$ cat src/rtl/bank_cmd_arbiter_pkg.sv
// Shared definitions for the bank command arbiter: command classes, field widths
// and the decode/load-value helpers used by the top level.
package bank_cmd_arbiter_pkg;

    localparam int BANK_W    = 3;
    localparam int TCNT_W    = 8;
    localparam int FAW_SLOTS = 4;

    typedef enum logic [1:0] {
        CLS_OTHER = 2'd0,
        CLS_ACT   = 2'd1,
        CLS_CAS   = 2'd2
    } cmd_class_e;

    function automatic cmd_class_e decode_class(
        input logic ras,
        input logic cas,
        input logic we,
        input logic is_cmd,
        input logic is_read,
        input logic is_write
    );
        cmd_class_e cls;
        if (ras && !cas && !we && is_cmd) begin
            cls = CLS_ACT;
        end else if (cas && (is_read || is_write)) begin
            cls = CLS_CAS;
        end else begin
            cls = CLS_OTHER;
        end
        return cls;
    endfunction

    // A zero configuration behaves like one: the next same-class grant may follow immediately.
    function automatic logic [TCNT_W-1:0] load_value(input logic [TCNT_W-1:0] cfg);
        return (cfg == 8'd0) ? 8'd0 : (cfg - 8'd1);
    endfunction

endpackage

$ cat src/rtl/bank_cmd_arbiter_if.sv
// Bank-machine command bus and arbitrated output bus of the bank command arbiter.
interface bank_cmd_arbiter_if
    import bank_cmd_arbiter_pkg::*;
#(
    parameter int NBANKS = 8,
    parameter int AW     = 17
);
    logic [NBANKS-1:0]    bm_cmd_valid;
    logic [NBANKS-1:0]    bm_cmd_ready;
    logic [NBANKS*AW-1:0] bm_cmd_a;
    logic [NBANKS-1:0]    bm_cmd_cas;
    logic [NBANKS-1:0]    bm_cmd_ras;
    logic [NBANKS-1:0]    bm_cmd_we;
    logic [NBANKS-1:0]    bm_cmd_is_cmd;
    logic [NBANKS-1:0]    bm_cmd_is_read;
    logic [NBANKS-1:0]    bm_cmd_is_write;

    logic                 out_valid;
    logic                 out_ready;
    logic [AW-1:0]        out_a;
    logic [BANK_W-1:0]    out_ba;
    logic                 out_cas;
    logic                 out_ras;
    logic                 out_we;
    logic                 out_is_cmd;
    logic                 out_is_read;
    logic                 out_is_write;

    modport slave (
        input  bm_cmd_valid, bm_cmd_a, bm_cmd_cas, bm_cmd_ras, bm_cmd_we,
               bm_cmd_is_cmd, bm_cmd_is_read, bm_cmd_is_write, out_ready,
        output bm_cmd_ready, out_valid, out_a, out_ba, out_cas, out_ras, out_we,
               out_is_cmd, out_is_read, out_is_write
    );

    modport master (
        output bm_cmd_valid, bm_cmd_a, bm_cmd_cas, bm_cmd_ras, bm_cmd_we,
               bm_cmd_is_cmd, bm_cmd_is_read, bm_cmd_is_write, out_ready,
        input  bm_cmd_ready, out_valid, out_a, out_ba, out_cas, out_ras, out_we,
               out_is_cmd, out_is_read, out_is_write
    );

endinterface

$ cat src/rtl/bank_cmd_arbiter_timing_down_counter.sv
// Saturating down counter: loads on request, otherwise counts down to zero; ok while at zero.
module timing_down_counter
    import bank_cmd_arbiter_pkg::*;
(
    input  logic              clk,
    input  logic              rst,
    input  logic              load,
    input  logic [TCNT_W-1:0] load_val,
    output logic              ok
);
    logic [TCNT_W-1:0] count_r;

    // Load has priority over the saturating decrement.
    always_ff @(posedge clk or posedge rst) begin
        if (rst) begin
            count_r <= 8'd0;
        end else if (load) begin
            count_r <= load_val;
        end else if (count_r != 8'd0) begin
            count_r <= count_r - 8'd1;
        end else begin
            count_r <= count_r;
        end
    end

    assign ok = (count_r == 8'd0);

endmodule

$ cat src/rtl/bank_cmd_arbiter.sv
// Round-robin arbiter merging per-bank DRAM commands into one registered command
// stream while honouring tRRD, tCCD and the four-activate tFAW window.
module bank_cmd_arbiter
    import bank_cmd_arbiter_pkg::*;
#(
    parameter int NBANKS = 8,
    parameter int AW     = 17
)(
    input  logic                 sys_clk,
    input  logic                 sys_rst,
    bank_cmd_arbiter_if.slave    bus,
    input  logic [TCNT_W-1:0]    tRRD_cfg,
    input  logic [TCNT_W-1:0]    tFAW_cfg,
    input  logic [TCNT_W-1:0]    tCCD_cfg
);
    cmd_class_e             cls_s [NBANKS];
    logic [NBANKS-1:0]      elig_s;
    logic [NBANKS-1:0]      ready_s;
    logic [BANK_W-1:0]      last_grant_r;
    logic [BANK_W-1:0]      win_s;
    logic                   found_s;
    logic                   slot_free_s;
    logic                   grant_s;
    logic                   act_grant_s;
    logic                   cas_grant_s;
    logic                   trrd_ok_s;
    logic                   tccd_ok_s;
    logic                   faw_ok_s;
    logic [FAW_SLOTS-1:0]   faw_zero_s;
    logic [FAW_SLOTS-1:0]   faw_load_s;
    logic                   faw_taken_s;

    logic                   out_valid_r;
    logic [AW-1:0]          out_a_r;
    logic [BANK_W-1:0]      out_ba_r;
    logic                   out_cas_r;
    logic                   out_ras_r;
    logic                   out_we_r;
    logic                   out_is_cmd_r;
    logic                   out_is_read_r;
    logic                   out_is_write_r;

    assign slot_free_s = !out_valid_r || bus.out_ready;
    assign faw_ok_s    = |faw_zero_s;

    // Classify every bank's command and gate it with the timing constraints of its class.
    always_comb begin
        elig_s = '0;
        for (int i = 0; i < NBANKS; i++) begin
            cls_s[i] = decode_class(bus.bm_cmd_ras[i], bus.bm_cmd_cas[i], bus.bm_cmd_we[i],
                                    bus.bm_cmd_is_cmd[i], bus.bm_cmd_is_read[i],
                                    bus.bm_cmd_is_write[i]);
            case (cls_s[i])
                CLS_ACT: elig_s[i] = bus.bm_cmd_valid[i] && trrd_ok_s && faw_ok_s;
                CLS_CAS: elig_s[i] = bus.bm_cmd_valid[i] && tccd_ok_s;
                default: elig_s[i] = bus.bm_cmd_valid[i];
            endcase
        end
    end

    // Round-robin search starting just above the last granted bank.
    always_comb begin
        win_s   = last_grant_r;
        found_s = 1'b0;
        for (int k = 1; k <= NBANKS; k++) begin
            if (!found_s && elig_s[(int'(last_grant_r) + k) % NBANKS]) begin
                found_s = 1'b1;
                win_s   = BANK_W'((int'(last_grant_r) + k) % NBANKS);
            end else begin
                found_s = found_s;
            end
        end
    end

    // Reset is folded in so no bank sees an accept while the block is held in reset.
    assign grant_s     = slot_free_s && found_s && !sys_rst;
    assign act_grant_s = grant_s && (cls_s[win_s] == CLS_ACT);
    assign cas_grant_s = grant_s && (cls_s[win_s] == CLS_CAS);

    // One-hot accept towards the winning bank.
    always_comb begin
        ready_s = '0;
        if (grant_s) begin
            ready_s[win_s] = 1'b1;
        end else begin
            ready_s = '0;
        end
    end

    assign bus.bm_cmd_ready = ready_s;

    // Each activate occupies the lowest free tFAW slot until its window expires.
    always_comb begin
        faw_load_s  = '0;
        faw_taken_s = 1'b0;
        for (int k = 0; k < FAW_SLOTS; k++) begin
            if (act_grant_s && faw_zero_s[k] && !faw_taken_s) begin
                faw_load_s[k] = 1'b1;
                faw_taken_s   = 1'b1;
            end else begin
                faw_load_s[k] = 1'b0;
            end
        end
    end

    timing_down_counter u_trrd (
        .clk(sys_clk), .rst(sys_rst), .load(act_grant_s),
        .load_val(load_value(tRRD_cfg)), .ok(trrd_ok_s)
    );

    timing_down_counter u_tccd (
        .clk(sys_clk), .rst(sys_rst), .load(cas_grant_s),
        .load_val(load_value(tCCD_cfg)), .ok(tccd_ok_s)
    );

    for (genvar g = 0; g < FAW_SLOTS; g++) begin : g_faw
        timing_down_counter u_faw (
            .clk(sys_clk), .rst(sys_rst), .load(faw_load_s[g]),
            .load_val(load_value(tFAW_cfg)), .ok(faw_zero_s[g])
        );
    end

    // Output register: load on grant, drain when the slot frees with nothing to send, else hold.
    always_ff @(posedge sys_clk or posedge sys_rst) begin
        if (sys_rst) begin
            out_valid_r    <= 1'b0;
            out_a_r        <= '0;
            out_ba_r       <= 3'd0;
            out_cas_r      <= 1'b0;
            out_ras_r      <= 1'b0;
            out_we_r       <= 1'b0;
            out_is_cmd_r   <= 1'b0;
            out_is_read_r  <= 1'b0;
            out_is_write_r <= 1'b0;
            last_grant_r   <= BANK_W'(NBANKS - 1);
        end else if (grant_s) begin
            out_valid_r    <= 1'b1;
            out_a_r        <= bus.bm_cmd_a[int'(win_s) * AW +: AW];
            out_ba_r       <= win_s;
            out_cas_r      <= bus.bm_cmd_cas[win_s];
            out_ras_r      <= bus.bm_cmd_ras[win_s];
            out_we_r       <= bus.bm_cmd_we[win_s];
            out_is_cmd_r   <= bus.bm_cmd_is_cmd[win_s];
            out_is_read_r  <= bus.bm_cmd_is_read[win_s];
            out_is_write_r <= bus.bm_cmd_is_write[win_s];
            last_grant_r   <= win_s;
        end else if (slot_free_s) begin
            out_valid_r    <= 1'b0;
        end else begin
            out_valid_r    <= out_valid_r;
        end
    end

    assign bus.out_valid    = out_valid_r;
    assign bus.out_a        = out_a_r;
    assign bus.out_ba       = out_ba_r;
    assign bus.out_cas      = out_cas_r;
    assign bus.out_ras      = out_ras_r;
    assign bus.out_we       = out_we_r;
    assign bus.out_is_cmd   = out_is_cmd_r;
    assign bus.out_is_read  = out_is_read_r;
    assign bus.out_is_write = out_is_write_r;

endmodule

$ cat src/flat_wrapper.sv
// flat-port wrapper written by rule: the top's interface ports become plain ports
module bank_cmd_arbiter_flat import bank_cmd_arbiter_pkg::*;
#(
    parameter int NBANKS = 8,
    parameter int AW     = 17
)
  (sys_clk, sys_rst, tRRD_cfg, tFAW_cfg, tCCD_cfg, bus_bm_cmd_valid, bus_bm_cmd_a, bus_bm_cmd_cas, bus_bm_cmd_ras, bus_bm_cmd_we, bus_bm_cmd_is_cmd, bus_bm_cmd_is_read, bus_bm_cmd_is_write, bus_out_ready, bus_bm_cmd_ready, bus_out_valid, bus_out_a, bus_out_ba, bus_out_cas, bus_out_ras, bus_out_we, bus_out_is_cmd, bus_out_is_read, bus_out_is_write);
  bank_cmd_arbiter_if #(.NBANKS(NBANKS), .AW(AW)) bus_i ();
  input  logic sys_clk;
  input  logic sys_rst;
  input  logic [TCNT_W-1:0] tRRD_cfg;
  input  logic [TCNT_W-1:0] tFAW_cfg;
  input  logic [TCNT_W-1:0] tCCD_cfg;
  input wire logic [$bits(bus_i.bm_cmd_valid)-1:0] bus_bm_cmd_valid;
  input wire logic [$bits(bus_i.bm_cmd_a)-1:0] bus_bm_cmd_a;
  input wire logic [$bits(bus_i.bm_cmd_cas)-1:0] bus_bm_cmd_cas;
  input wire logic [$bits(bus_i.bm_cmd_ras)-1:0] bus_bm_cmd_ras;
  input wire logic [$bits(bus_i.bm_cmd_we)-1:0] bus_bm_cmd_we;
  input wire logic [$bits(bus_i.bm_cmd_is_cmd)-1:0] bus_bm_cmd_is_cmd;
  input wire logic [$bits(bus_i.bm_cmd_is_read)-1:0] bus_bm_cmd_is_read;
  input wire logic [$bits(bus_i.bm_cmd_is_write)-1:0] bus_bm_cmd_is_write;
  input wire logic [$bits(bus_i.out_ready)-1:0] bus_out_ready;
  output wire logic [$bits(bus_i.bm_cmd_ready)-1:0] bus_bm_cmd_ready;
  output wire logic [$bits(bus_i.out_valid)-1:0] bus_out_valid;
  output wire logic [$bits(bus_i.out_a)-1:0] bus_out_a;
  output wire logic [$bits(bus_i.out_ba)-1:0] bus_out_ba;
  output wire logic [$bits(bus_i.out_cas)-1:0] bus_out_cas;
  output wire logic [$bits(bus_i.out_ras)-1:0] bus_out_ras;
  output wire logic [$bits(bus_i.out_we)-1:0] bus_out_we;
  output wire logic [$bits(bus_i.out_is_cmd)-1:0] bus_out_is_cmd;
  output wire logic [$bits(bus_i.out_is_read)-1:0] bus_out_is_read;
  output wire logic [$bits(bus_i.out_is_write)-1:0] bus_out_is_write;
  assign bus_i.bm_cmd_valid = bus_bm_cmd_valid;
  assign bus_i.bm_cmd_a = bus_bm_cmd_a;
  assign bus_i.bm_cmd_cas = bus_bm_cmd_cas;
  assign bus_i.bm_cmd_ras = bus_bm_cmd_ras;
  assign bus_i.bm_cmd_we = bus_bm_cmd_we;
  assign bus_i.bm_cmd_is_cmd = bus_bm_cmd_is_cmd;
  assign bus_i.bm_cmd_is_read = bus_bm_cmd_is_read;
  assign bus_i.bm_cmd_is_write = bus_bm_cmd_is_write;
  assign bus_i.out_ready = bus_out_ready;
  assign bus_bm_cmd_ready = bus_i.bm_cmd_ready;
  assign bus_out_valid = bus_i.out_valid;
  assign bus_out_a = bus_i.out_a;
  assign bus_out_ba = bus_i.out_ba;
  assign bus_out_cas = bus_i.out_cas;
  assign bus_out_ras = bus_i.out_ras;
  assign bus_out_we = bus_i.out_we;
  assign bus_out_is_cmd = bus_i.out_is_cmd;
  assign bus_out_is_read = bus_i.out_is_read;
  assign bus_out_is_write = bus_i.out_is_write;
  bank_cmd_arbiter #(.NBANKS(NBANKS), .AW(AW)) u_core (.sys_clk(sys_clk), .sys_rst(sys_rst), .bus(bus_i), .tRRD_cfg(tRRD_cfg), .tFAW_cfg(tFAW_cfg), .tCCD_cfg(tCCD_cfg));
endmodule
$ cat config.mk
export PLATFORM = sky130hd
export DESIGN_NAME = bank_cmd_arbiter_flat
export DESIGN_NICKNAME = d
export VERILOG_FILES = /design/src/rtl/bank_cmd_arbiter_pkg.sv /design/src/rtl/bank_cmd_arbiter_if.sv /design/src/rtl/bank_cmd_arbiter_timing_down_counter.sv /design/src/rtl/bank_cmd_arbiter.sv /design/src/flat_wrapper.sv
export SDC_FILE = /design/constraint.sdc
export NUM_CORES = 1
export LEC_CHECK = 0
export CORE_MARGIN = 5
export CORE_UTILIZATION = 30
export DETAILED_ROUTE_END_ITERATION = 8
export GPL_ROUTABILITY_DRIVEN = 1
export SYNTH_ARGS = -nofsm -noshare
export SYNTH_HDL_FRONTEND = slang
export SYNTH_HIERARCHICAL = 1
export SYNTH_SLANG_ARGS = --single-unit
export TNS_END_PERCENT = 20
$ cat constraint.sdc
create_clock -name sys_clk -period 10.4 [get_ports sys_clk]
set_input_delay 1.04 -clock sys_clk [delete_from_list [all_inputs] [get_ports sys_clk]]
set_output_delay 1.04 -clock sys_clk [all_outputs]
set_load 0.03 [all_outputs]
# Yosys cells after proc, flatten, opt, wreduce, memory -nomap -nowiden
# Cells that the tools add are included.
[op_classes]
n_eq_ne = 18
n_reduce_logical = 143
n_bitwise = 9
multipliers = 1
shifts = 1
n_lt_le_gt_ge = 11
mux = 105
add_sub_neg = 17
[op_table]
columns = ["cell", "count"]
rows = [
  ["$shiftx 136x32->17", 1],
  ["$mux 8", 16],
  ["$logic_and 1x1->1", 75],
  ["$logic_not 8->1", 9],
  ["$sub 8x1->8 const B", 9],
  ["$reduce_bool 8->1", 6],
  ["$bmux 1 s3", 14],
  ["$lt 4x5->1 const B", 8],
  ["$mux 1", 39],
  ["$mux 2", 18],
  ["$logic_not 1->1", 28],
  ["$mux 3", 8],
  ["$reduce_or 3->1", 8],
  ["$eq 2x1->1 const B", 9],
  ["$eq 2x2->1 const B", 9],
  ["$pmux 1 s2", 8],
  ["$reduce_bool 2->1", 7],
  ["$add 3x3->3 const B", 4],
  ["$logic_or 1x1->1", 9],
  ["$and 1x1->1 const A", 8],
  ["$mul 3x5->8 const B", 1],
  ["$add 3x1->3 const B", 2],
  ["$add 3x2->3 const B", 2],
  ["$bmux 2 s3", 1],
  ["6 further kinds", 6],
]
[word_totals]
out_inout_bits = 35
ff_bits = 78
input_bits = 219
word_cells = 321

# Depth between registers and ports, before layout
[logic_depth]
depth_word = 50
ltp_mapped = 23

# Modules after synthesis
# The synthesis kept the hierarchy.
[modules_own_cells]
columns = ["mod", "area_per_inst_um2", "n_inst", "cells_each"]
rows = [
  ["bank_cmd_arbiter", 4673.2, 1, 690],
  ["timing_down_counter", 496.7, 6, 56],
]

# Least setup slack after synthesis
# No wires, ideal clock.
[synth_path]
path_kind = "register to output"
from = "register u_core.u_tccd.count_r[0]"
to = "output bus_bm_cmd_ready[0]"
t_arrival_ns = 4.701
path_stages_with_launch = 18
setup_slack_ns = 4.659
n_path_buf = 5
cell_sequence = "dfrtp_1 inv_1 ha_1 or4b_1 buf_2 nor2_2 clkbuf_1 o221ai_1 mux4_2 mux2i_1 nor4b_1 a211o_1 o221a_1 or2_1 buf_6 buf_6 buf_2 nor3_1"
[synth_between]
elab_chain_len = 33
[synth_rtl]
columns = ["item", "line_no", "text"]
rows = [
  ["from (decl)", "bank_cmd_arbiter_timing_down_counter.sv:11", "logic [TCNT_W-1:0] count_r;"],
  ["from (signal assigned)", "bank_cmd_arbiter_timing_down_counter.sv:18", "count_r <= load_val;"],
  ["from (signal assigned)", "bank_cmd_arbiter_timing_down_counter.sv:20", "count_r <= count_r - 8'd1;"],
  ["from (signal assigned)", "bank_cmd_arbiter_timing_down_counter.sv:22", "count_r <= count_r;"],
  ["$logic_not 8->1 *", "bank_cmd_arbiter_timing_down_counter.sv:26", "assign ok = (count_r == 8'd0);"],
  ["via u_core.tccd_ok_s", "bank_cmd_arbiter.sv:27", "logic tccd_ok_s;"],
  ["$logic_and 1x1->1", "bank_cmd_arbiter.sv:55", "CLS_CAS: elig_s[i] = bus.bm_cmd_valid[i] && tccd_ok_s;"],
  ["$pmux 1 s2", "bank_cmd_arbiter.sv:53", "case (cls_s[i])"],
  ["$bmux 1 s3", "bank_cmd_arbiter.sv:66", "if (!found_s && elig_s[(int'(last_grant_r) + k) % NBANKS]) begin"],
  ["$mux 1 (not written as such) (2 in a row)", "bank_cmd_arbiter.sv:66", ""],
  ["$mux 1", "bank_cmd_arbiter.sv:66", ""],
  ["$logic_not 1->1", "bank_cmd_arbiter.sv:66", ""],
  ["(+17 left out)", "n/a", ""],
  ["$logic_not 1->1", "bank_cmd_arbiter.sv:66", ""],
  ["$logic_and 1x1->1", "bank_cmd_arbiter.sv:66", ""],
  ["$mux 3", "bank_cmd_arbiter.sv:66", ""],
  ["$lt 3x4->1 (not written as such) / $ge 3x1->1 (equally long branches)", "bank_cmd_arbiter.sv:84", "ready_s[win_s] = 1'b1;"],
  ["$logic_and 1x1->1 (not written as such)", "bank_cmd_arbiter.sv:84", ""],
  ["$mux 1 (not written as such)", "bank_cmd_arbiter.sv:84", ""],
  ["$demux 1 s3", "n/a", ""],
  ["$mux 8 *", "bank_cmd_arbiter.sv:83", "if (grant_s) begin"],
  ["to (decl)", "flat_wrapper.sv:23", "output wire logic [$bits(bus_i.bm_cmd_ready)-1:0] bus_bm_cmd_ready;"],
]
# The timed path passes the listed nets; every way through them passes the cells marked *. The select of a mux whose other input is x is not followed.

# Worst setup path after layout
[layout_path]
from = "register u_core.g_faw[1].u_faw.count_r[0]"
to = "output bus_bm_cmd_ready[6]"
[layout_between]
elab_chain_len = 34
[layout_rtl]
columns = ["item", "line_no", "text"]
rows = [
  ["from (decl)", "bank_cmd_arbiter_timing_down_counter.sv:11", ""],
  ["from (signal assigned)", "bank_cmd_arbiter_timing_down_counter.sv:18", ""],
  ["from (signal assigned)", "bank_cmd_arbiter_timing_down_counter.sv:20", ""],
  ["from (signal assigned)", "bank_cmd_arbiter_timing_down_counter.sv:22", ""],
  ["$logic_not 8->1 *", "bank_cmd_arbiter_timing_down_counter.sv:26", ""],
  ["via u_core.faw_zero_s[1]", "bank_cmd_arbiter.sv:29", "logic [FAW_SLOTS-1:0] faw_zero_s;"],
  ["$reduce_or 4->1 *", "bank_cmd_arbiter.sv:44", "assign faw_ok_s = |faw_zero_s;"],
  ["$logic_and 1x1->1", "bank_cmd_arbiter.sv:54", "CLS_ACT: elig_s[i] = bus.bm_cmd_valid[i] && trrd_ok_s && faw_ok_s;"],
  ["$pmux 1 s2", "bank_cmd_arbiter.sv:53", ""],
  ["$bmux 1 s3", "bank_cmd_arbiter.sv:66", ""],
  ["$mux 1 (not written as such) (2 in a row)", "bank_cmd_arbiter.sv:66", ""],
  ["$mux 1", "bank_cmd_arbiter.sv:66", ""],
  ["(+18 left out)", "n/a", ""],
  ["$logic_not 1->1", "bank_cmd_arbiter.sv:66", ""],
  ["$logic_and 1x1->1", "bank_cmd_arbiter.sv:66", ""],
  ["$mux 3", "bank_cmd_arbiter.sv:66", ""],
  ["$lt 3x4->1 (not written as such) / $ge 3x1->1 (equally long branches)", "bank_cmd_arbiter.sv:84", ""],
  ["$logic_and 1x1->1 (not written as such)", "bank_cmd_arbiter.sv:84", ""],
  ["$mux 1 (not written as such)", "bank_cmd_arbiter.sv:84", ""],
  ["$demux 1 s3", "n/a", ""],
  ["$mux 8 *", "bank_cmd_arbiter.sv:83", ""],
]
# Marked as above.

==> metrics.md <==
| Metric | Value |
|---|---|
| Status | finished, final reports clean |
| Final Max Slew Viols | 0 |
| Buf/Inv on CP | 3 |
| Multiplexer area fraction after synthesis | 7.634% |
| Syn_area_per_cell | 7.460 µm² |
| Share of layout cells above drive strength 1 | 7.374% |
| Clock sink count | 78 |
| Main synth FF type | dfrtp_1 |
| Die area | between 20000 and 30000 µm² |
| Largest net degree at the start of global routing | 59 |
| GRT Total Usage | 20.22% |
| CTS max path bufs | 2 |
| CP Data Required Time | 9.36 ns |
| Synth Area in Simple Gates | between 30% and 40% |
| Mapped Nets | between 1000 and 1500 |
| CTS root buf | clkbuf_16 |
| Hold Buf Count CTS | 0 |
| DIE WIDTH | 169.7 µm |
| Synth cell types | slightly below 80 |
| Vias in the first global route | 8455 |
| Post-synth top area share | between 20% and 30% |
| Synth Area in XOR/XNOR | 2.518% |
| CTS resizes | 0 |
| Synth area leaders | dfrtp_1 (25%), nand2_1 (9.9%), nand3_1 (7.5%) |
| Hold slack | around 0.49 ns |
| Max-cap viol count | 0 |
| CTS tree | yes |
| Vias | roughly 8600 |
| Relative slew slack | 33.04% |
| Slew @ Worst Pin | ~1.0 ns |
| Crit-path slowest cell | clkdlybuf4s50_1 |
| Cell family with most CP delay | simple AND/OR/NAND/NOR gates |
| Setup_tns | 0 ns |
| Post-synthesis compound-gate area fraction | 22.48% |
| CP peak stage delay | 0.70 ns |
| Minimum clock period after layout | 7.651 ns |
| Nets | 1459 |
| Worst-path maximum fanout | between 50 and 60 |
| Synth warnings | 6 |
| Die height | around 170 µm |
| Period utilization | 73.56% |
| Max Clock Skew | 0.01433 ns |
| Initial antenna violation count | 1 |
| H-tree lvl count | 3 |
| DRC viols | 0 |
| Worst setup path category | reg2out |
| Dpl cell area | between 10000 and 15000 µm² |
| Post-layout instance area | 10720 µm² |
| RSZ-0062 raised after global routing | false |
| CP Capture Type | output port |
| Largest family of logic cells by synthesized area | simple AND/OR/NAND/NOR gates |
| Crit path arrival time | 6.61 ns |
| Mapped Cells | between 1000 and 1500 |
| Initial drt markers | 657 |
| Biggest area consumer among synthesized cells | dfrtp_1 |
| Detail Route Antenna Nets | 0 |
| Crit start category | register |
| 1st-pass router iterations | 5 |
| #FFs+latches synth | about 80 |
| Post-synthesis cell area | 7654 µm² |
| EDFF count, synth | 0 |
| Clock transition at the registers of the reported paths | about 0.070 ns |
| Wire length of the first global-routing pass | 46870 µm |
| HPWL after detailed placement | approximately 23000 µm |
| DR vias/cell | 5.496 |
| GR Overflow Total | 0 |
| DRT Wirelength | 30210 µm |
| Async SR Flop Fraction | 100.0% |
| Initial Utilization | 30.39% |
| Routed len/inst | 19.30 µm |
| Postcts setup bufs | 0 |
| Routability Congestion | ~0.95 |
| Crit-path cells | inv_1 > ha_1 > or4b_1 > nor2_2 > o41a_1 > o221ai_1 > mux4_2 > mux2i_1 > nor2_1 > o221ai_2 > and2_4 > buf_4 > nand2_1 > nor3_1 > clkdlybuf4s50_1 |
| Layout Area Growth over Synthesis | 40.02% |
| Port bufs | about 250 |
| Final setup fails | 0 |
| Seq/Total Area, Yosys | 25.55% |
| Site Rows | 58 |
| Core Area | ~25000 µm² |
| I/O pin total | 254 |
| Num CTS Buffers | 9 |
| Hold Vio Cnt, Final | 0 |
| Area share of fa/ha/maj cells after synthesis | 1.798% |
| Hold WC Path Type | reg2reg |
| Worst-Skew Late Latency | about 0.35 ns |
| Peak Freq | 0.1307 GHz |
## synthesized netlist by cell type, types with 25 or more instances
library cell	number
nand2_1	201
nand3_1	115
nor2_1	87
dfrtp_1	75
nor3_1	44
inv_1	39
a31oi_1	34
a21oi_1	31
buf_2	30
mux2i_1	28
o21ai_0	28
clkbuf_1	25
## tightest hold or removal path, delay by kind of cell (launching register included)
kind	cells	cell delay, ns
flip-flops	1	0.35
AO/OA/AOI/OAI	1	0.06
AND/OR/NAND/NOR	1	0.05
## area by class of cell
type	count	area [µm²]
sequential	78	1956
antenna	1	2.502
tap	330	412.9
inverter	41	153.9
multi-input combinational	838	5206
timing repair buffer	261	2592
clock buffer	9	225.2
fill	2578	14470
clock inverter	7	167.7
## sequential cells by signal (all words and copies together), names as in the netlist, 3 cells and up
register                    count
u_core/bus.out_a               17
u_core/u_trrd/count_r           8
u_core/g_faw.u_faw/count_r     32
u_core/last_grant_r             3
u_core/bus.out_ba               3
u_core/u_tccd/count_r           8
## cells by family after synthesis
| group | after synthesis |
|---|---|
| simple gates | 535 |
| buf+inv | 110 |
| flops | 78 |
| fa+ha+maj | 11 |
| xor+xnor | 22 |
| mux | 43 |
| compound gates | 227 |
## worst paths after layout
path | from | end | slack (ns) | cells past startpoint
hold / removal | u_core/bus.out_a[11]$_DFFE_PP0P_ | u_core/bus.out_a[11]$_DFFE_PP0P_ | 0.49 | 2
min in group asynchronous | sys_rst | u_core/g_faw[3].u_faw/count_r[7]$_DFFE_PP0P_ | 1.37 | 2
hold reg to reg | u_core/bus.out_a[11]$_DFFE_PP0P_ | u_core/bus.out_a[11]$_DFFE_PP0P_ | 0.49 | 2
setup reg to reg | u_core/g_faw[1].u_faw/count_r[0]$_DFFE_PP0P_ | u_core/u_tccd/count_r[7]$_DFFE_PP0P_ | 3.22 | 18
max in group asynchronous | sys_rst | u_core/last_grant_r[1]$_DFFE_PP1P_ | 8.23 | 3
setup / recovery | u_core/g_faw[1].u_faw/count_r[0]$_DFFE_PP0P_ | bus_bm_cmd_ready[6] | 2.75 | 15
## layer usage
layer	routed length [µm]	track usage, %	share of wire, %
met1	11880	24.06	39
met2	15300	35.99	51
met3	2167	4.915	7.2
met4	867	6.090	2.9
met5	0	0	0
## per-stage QoR
stage | setup WS (ns) | std cells | utilization, %
floorplan | 4.659 | 1026 | -
global placement | 3.198 | 1548 | 40.99
detailed placement | 3.178 | 1548 | 40.99
CTS | 2.820 | 1564 | 42.55
global route | 2.325 | 1565 | 42.56
finish | 2.749 | 1565 | 42.56
## cells in the final DEF, fill, tap and decap left out, types with 28 or more instances in the layout
cell,n
clkdlybuf4s50_1,253
nand2_1,200
nand3_1,115
nor2_1,86
dfrtp_1,75
nor3_1,44
inv_1,39
a31oi_1,34
a21oi_1,31
o21ai_0,28
mux2i_1,28
Power is not shown: default switching activity piles up to over one toggle a cycle in this logic, so the estimate is an artifact.
